$ cat src/rtl/ram_ctrl_pkg.sv
// ============================================================================
// ram_ctrl_pkg
// Shared types and RAM-fixed widths for the RAM access controller.
// Revision: 1.0
// ============================================================================
`default_nettype none
`timescale 1ns/1ps

package ram_ctrl_pkg;

    // Widths fixed by the 8x64 byte-enabled RAM
    localparam int ADDR_W = 3;
    localparam int DATA_W = 64;
    localparam int BE_W   = DATA_W / 8;

    // Controller sequencing states
    typedef enum logic [1:0] {
        IDLE   = 2'd0,
        WR     = 2'd1,
        RD     = 2'd2,
        RD_CAP = 2'd3
    } state_e;

    // Arbiter grant encoding
    typedef enum logic {
        GNT_WR = 1'b0,
        GNT_RD = 1'b1
    } grant_e;

endpackage

`default_nettype wire

$ cat src/rtl/rr_arb2.sv
// ============================================================================
// rr_arb2
// Two-requester round-robin arbiter. req[0] is the writer, req[1] the reader.
// The last-grant register starts at GNT_RD so the writer wins first contention.
// Revision: 1.0
// ============================================================================
`default_nettype none
`timescale 1ns/1ps

module rr_arb2
    import ram_ctrl_pkg::*;
(
    input  logic       clk,
    input  logic       rst,
    input  logic [1:0] req_i,
    input  logic       advance_i,
    output grant_e     grant_o,
    output logic       valid_o
);

    grant_e last_q;

    // Grant the sole requester, or the one not served last on contention
    always_comb begin
        valid_o = |req_i;
        grant_o = GNT_WR;
        case (req_i)
            2'b01:   grant_o = GNT_WR;
            2'b10:   grant_o = GNT_RD;
            2'b11:   grant_o = (last_q == GNT_RD) ? GNT_WR : GNT_RD;
            default: grant_o = GNT_WR;
        endcase
    end

    // Remember who was served whenever a grant is actually taken
    always_ff @(posedge clk or posedge rst) begin
        if (rst) begin
            last_q <= GNT_RD;
        end else if (advance_i && valid_o) begin
            last_q <= grant_o;
        end
    end

endmodule

`default_nettype wire

$ cat src/rtl/ram_access_ctrl.sv
// ============================================================================
// ram_access_ctrl
// Shares the 8x64 column-read RAM between one writer and one reader:
// round-robin arbitration, RAM strobe sequencing, read-data capture and
// saturating completion counters. Every output is registered.
// Revision: 1.0
// ============================================================================
`default_nettype none
`timescale 1ns/1ps

module ram_access_ctrl
    import ram_ctrl_pkg::*;
#(
    parameter int CNT_W = 16
) (
    input  logic              clk,
    input  logic              rst,
    input  logic              wr_req,
    input  logic [ADDR_W-1:0] wr_addr,
    input  logic [BE_W-1:0]   wr_be,
    input  logic [DATA_W-1:0] wr_data,
    output logic              wr_ack,
    input  logic              rd_req,
    input  logic [ADDR_W-1:0] rd_addr,
    output logic              rd_ack,
    output logic              rd_valid,
    output logic [DATA_W-1:0] rd_data,
    output logic              busy,
    output logic [CNT_W-1:0]  wr_count,
    output logic [CNT_W-1:0]  rd_count,
    output logic              ram_rnw,
    output logic [ADDR_W-1:0] ram_wa,
    output logic [ADDR_W-1:0] ram_ra,
    output logic [BE_W-1:0]   ram_be,
    output logic [DATA_W-1:0] ram_di,
    output logic              ram_din_valid,
    input  logic [DATA_W-1:0] ram_do
);

    state_e              state_q;
    logic                wr_ack_q, rd_ack_q, rd_valid_q, busy_q;
    logic [DATA_W-1:0]   rd_data_q;
    logic [CNT_W-1:0]    wr_count_q, wr_count_d;
    logic [CNT_W-1:0]    rd_count_q, rd_count_d;
    logic                ram_rnw_q, ram_din_valid_q;
    logic [ADDR_W-1:0]   ram_wa_q, ram_ra_q;
    logic [BE_W-1:0]     ram_be_q;
    logic [DATA_W-1:0]   ram_di_q;

    grant_e              w_grant;
    logic                w_grant_valid;
    logic                w_advance;

    assign w_advance = (state_q == IDLE);

    rr_arb2 u_arb (
        .clk       (clk),
        .rst       (rst),
        .req_i     ({rd_req, wr_req}),
        .advance_i (w_advance),
        .grant_o   (w_grant),
        .valid_o   (w_grant_valid)
    );

    // Saturating increments: counters stick at all-ones
    always_comb begin
        wr_count_d = (wr_count_q == {CNT_W{1'b1}}) ? wr_count_q : wr_count_q + 1'b1;
        rd_count_d = (rd_count_q == {CNT_W{1'b1}}) ? rd_count_q : rd_count_q + 1'b1;
    end

    // Sequencer: captures the granted request and drives the RAM strobes
    always_ff @(posedge clk or posedge rst) begin
        if (rst) begin
            state_q         <= IDLE;
            ram_rnw_q       <= 1'b1;
            ram_din_valid_q <= 1'b0;
            ram_be_q        <= {BE_W{1'b1}};
            ram_wa_q        <= '0;
            ram_ra_q        <= '0;
            ram_di_q        <= '0;
            wr_ack_q        <= 1'b0;
            rd_ack_q        <= 1'b0;
            rd_valid_q      <= 1'b0;
            rd_data_q       <= '0;
            busy_q          <= 1'b0;
            wr_count_q      <= '0;
            rd_count_q      <= '0;
        end else begin
            wr_ack_q   <= 1'b0;
            rd_ack_q   <= 1'b0;
            rd_valid_q <= 1'b0;
            case (state_q)
                IDLE: begin
                    if (w_grant_valid) begin
                        busy_q <= 1'b1;
                        if (w_grant == GNT_WR) begin
                            state_q         <= WR;
                            ram_wa_q        <= wr_addr;
                            ram_be_q        <= ~wr_be;
                            ram_di_q        <= wr_data;
                            ram_din_valid_q <= 1'b1;
                            wr_ack_q        <= 1'b1;
                        end else begin
                            state_q   <= RD;
                            ram_rnw_q <= 1'b0;
                            ram_ra_q  <= rd_addr;
                            rd_ack_q  <= 1'b1;
                        end
                    end
                end
                WR: begin
                    // The RAM write lands on this edge; fall back to idle drive
                    state_q         <= IDLE;
                    ram_din_valid_q <= 1'b0;
                    ram_be_q        <= {BE_W{1'b1}};
                    busy_q          <= 1'b0;
                    wr_count_q      <= wr_count_d;
                end
                RD: begin
                    // The RAM loads the column on this edge; rnw high holds it
                    state_q   <= RD_CAP;
                    ram_rnw_q <= 1'b1;
                end
                RD_CAP: begin
                    state_q    <= IDLE;
                    rd_data_q  <= ram_do;
                    rd_valid_q <= 1'b1;
                    busy_q     <= 1'b0;
                    rd_count_q <= rd_count_d;
                end
                default: begin
                    state_q         <= IDLE;
                    ram_rnw_q       <= 1'b1;
                    ram_din_valid_q <= 1'b0;
                    ram_be_q        <= {BE_W{1'b1}};
                    busy_q          <= 1'b0;
                end
            endcase
        end
    end

    assign wr_ack        = wr_ack_q;
    assign rd_ack        = rd_ack_q;
    assign rd_valid      = rd_valid_q;
    assign rd_data       = rd_data_q;
    assign busy          = busy_q;
    assign wr_count      = wr_count_q;
    assign rd_count      = rd_count_q;
    assign ram_rnw       = ram_rnw_q;
    assign ram_wa        = ram_wa_q;
    assign ram_ra        = ram_ra_q;
    assign ram_be        = ram_be_q;
    assign ram_di        = ram_di_q;
    assign ram_din_valid = ram_din_valid_q;

endmodule

`default_nettype wire
$ cat config.mk
export PLATFORM = sky130hd
export DESIGN_NAME = ram_access_ctrl
export DESIGN_NICKNAME = d
export VERILOG_FILES = /design/src/rtl/ram_ctrl_pkg.sv /design/src/rtl/rr_arb2.sv /design/src/rtl/ram_access_ctrl.sv
export SDC_FILE = /design/constraint.sdc
export NUM_CORES = 1
export LEC_CHECK = 0
export ABC_AREA = 1
export CORE_MARGIN = 2
export CORE_UTILIZATION = 43
export DETAILED_ROUTE_END_ITERATION = 12
export GPL_TIMING_DRIVEN = 0
export PLACE_DENSITY = 0.81
export SYNTH_ARGS = -nofsm -noshare
export SYNTH_HDL_FRONTEND = slang
export SYNTH_SLANG_ARGS = --single-unit
$ cat constraint.sdc
create_clock -name clk -period 8.8 [get_ports clk]
set_clock_uncertainty 0.2 [all_clocks]
set_input_delay 1.76 -clock clk [delete_from_list [all_inputs] [get_ports clk]]
set_output_delay 1.76 -clock clk [all_outputs]
set_load 0.01 [all_outputs]
==> key figures <==
Global routing
  • Global-route wire length before repair: 34.5 mm
  • Initial antenna violation count: 0
  • M3 GR Usage: 0.0894
  • M1 GR Usage: 0.267
  • Met2 Usage GRT: 0.399
  • Vias in the first global route: 6,857
  • Largest net degree at the start of global routing: 118
  • Global route hottest layer: met2
  • GRT Residual Overflow: 0
  • GRT Total Usage: 0.237

Critical path
  • Crit path max-delay cell type: dfstp_2
  • Critical Path Fanout Max: 2
  • WS Path Type: register to output port
  • CP startpoint kind: register
  • CP required: 6840 ps
  • Critical Path End Type: output port
  • Worst path buffer plus inverter count: 1
  • Worst Path Arrival: 1540 ps
  • Crit path max-delay family: flip-flops
  • Max incr delay on CP: 570 ps
  • CP Cell Sequence: clkdlybuf4s50_1

CTS
  • Clk buf depth: 2
  • Worst-skew pair later-pin latency: 420 ps
  • Clk slew on worst S/H paths: 70 ps
  • Postcts setup bufs: 0
  • Clock net sink count: 183
  • H-tree levels: 4
  • Root buffer cell: clkbuf_16
  • CTS tree: done
  • Cts-stage hold buffer count: 0
  • Post_cts resized: 0
  • Num CTS Buffers: 17

Layout
  • Layout area overhead: 54.7%
  • Most common library cell in the layout ignoring fill and taps: nand2_1
  • Most frequent cells in the layout: nand2_1, clkdlybuf4s50_1, dfrtp_1
  • Finished Cell Area: 11,800 um^2
  • Share of layout cells above drive strength 1: 0.0631
  • Antenna Cells: 0
  • Fin nets: 1,402

Timing
  • Final worst-path setup slack: 5300 ps
  • Fin crit share: 0.398
  • Final setup violation count: 0
  • Period minus WS final: around 3500 ps
  • Max-slew violations: 0
  • Achievable frequency: about 0.29 GHz
  • Final setup TNS: 0 ps
  • Slew @ Worst Pin: 633 ps
  • Final hold vios: 0
  • Max_slew headroom: 0.578
  • Unrepaired setup endpoints after global routing: no

Synthesis
  • Synth top area share: 0.566
  • Syn Std Cell Area: 7650 um^2
  • Largest area contributor in the netlist: dfrtp_1
  • Synth Net Count: 1,057
  • Synth area leaders: dfrtp_1, nand2_1, dfstp_2, nor2_1, inv_1
  • Synthesized flop and latch total: 183
  • Post-synthesis cell type count: 29
  • Synth Warn #: 0
  • Avg Cell Area, Syn: roughly 8.4 um^2
  • Seq/Total Area, Yosys: 0.601
  • Syn Inst Count: 909

Outcome
  • Status: complete, no violations

Power and ir drop
  • Leakage power figure: 0.00573 uW
  • Max rail drop VDD: approximately 0.00018 V
  • Power density over cell area: between 300 and 400 nW/um^2

Die
  • Die Y: roughly 140 um
  • Row count: between 40 and 50
  • Core area: 17,400 um^2
  • Die footprint: 18,900 um^2
  • Die Wd: about 140 um
  • Top Ports: around 330
  • Initial Util: 0.441

Min path
  • Hold Path Class: register to register

Placed design
  • Worst slack, placed: 5050 ps
  • GP Congestion: 0.861
  • Placed Area: 11,200 um^2
  • Detailed-placement wirelength estimate: 16.8 mm
  • PortBufs: 325

Detailed routing
  • Via density: 4.73
  • Drt wl/cell: 15.2 um
  • Vias: 7,057
  • Drt drc: 0
  • DR pass1 iterations: 4
  • Detail Route Antenna Nets: 0
  • DRT Wirelength: 22.7 mm
  • DR iter-0 viols: a little under 300

Job
  • Maxcap violations: 0
[Yosys cell counts]
| cell type | count |
|---|---|
| nand2_1 | 542 |
| dfrtp_1 | 173 |
| nor2_1 | 36 |
| inv_1 | 34 |
| o21ai_0 | 17 |
| clkbuf_1 | 11 |
| xnor2_1 | 11 |
| dfstp_2 | 10 |
| nand3_1 | 10 |
| buf_2 | 9 |
| a22oi_1 | 8 |
| buf_4 | 7 |
| nand4_1 | 7 |
| buf_6 | 4 |
| nand2_2 | 4 |
| nand3b_1 | 4 |
| inv_2 | 3 |
| buf_1 | 2 |
| ha_1 | 2 |
| nand2_4 | 2 |
| nor2_2 | 2 |
| o21ai_1 | 2 |
| o21ai_4 | 2 |
| xor2_1 | 2 |
| a21oi_1 | 1 |
| clkinv_2 | 1 |
| nand3_2 | 1 |
| nor2_4 | 1 |
| o211ai_2 | 1 |
[flip-flops by register name, indices dropped and copies added (netlist names)]
register,count
rd_valid,1
rd_data,64
busy,1
rd_count,16
state_q,2
ram_be,8
ram_ra,3
rd_ack,1
wr_ack,1
u_arb.last_q,1
ram_di,64
ram_wa,3
ram_rnw,1
wr_count,16
ram_din_valid,1
[path summary, 6_finish.rpt]
path | start | to | slack [ps] | depth (start not counted)
hold / removal | ram_be[1] | ram_be[1] | 270 | 2
setup / recovery | ram_be[0] | ram_be[0] | 5300 | 1
hold reg to reg | ram_be[1] | ram_be[1] | 270 | 2
min in group asynchronous | rst | rd_count[9] | 1570 | 2
max in group asynchronous | rst | ram_di[39] | 5860 | 3
setup reg to reg | u_arb.last_q | ram_be[0] | 6840 | 4
[cell type report]
cell class	count	area (um^2)
Inverter	38	151
Multi-Input combinational cell	655	2720
Clock inverter	13	168
Fill cell	1365	5530
Clock buffer	19	443
Tap cell	225	282
Sequential cell	183	4590
Buffer	33	191
Timing Repair Buffer	326	3280
[kinds of logic (layout without fill, tap and decap cells)]
logic type | count (synthesis) | after routing | share of synthesized area
AO/OA/AOI/OAI | 31 | 31 | 0.0268
XOR/XNOR | 13 | 13 | 0.0149
adder cells (fa/ha/maj) | 2 | 2 | 0.00327
buffers and inverters | 71 | 429 | 0.0439
flip-flops | 183 | 183 | 0.601
AND/OR/NAND/NOR | 609 | 609 | 0.311
[layer usage]
layer / up-vias / wire (um)
li1: 3459 / -
met1: 3263 / 8690
met2: 289 / 10900
met3: 46 / 2320
met4: 0 / 737
met5: - / 0
[per-stage QoR]
stage	power (uW)	std cells	utilization	hold WS, ps
after detailed placement	3150	1460	0.646	262
after floorplan	2150	909	-	276
after global placement	3100	1459	0.644	256
after CTS	3960	1492	0.681	274
final	3930	1492	0.681	272
after global routing	4180	1492	0.681	285
[power by group]
group | leakage, uW | switching, uW | internal (uW) | total (uW)
sequential | 0.00229 | 209 | 1210 | 1420
clock | 0.000295 | 337 | 459 | 796
combinational | 0.00315 | 837 | 873 | 1710
No activity file was read; power rests on OpenSTA's default activity.
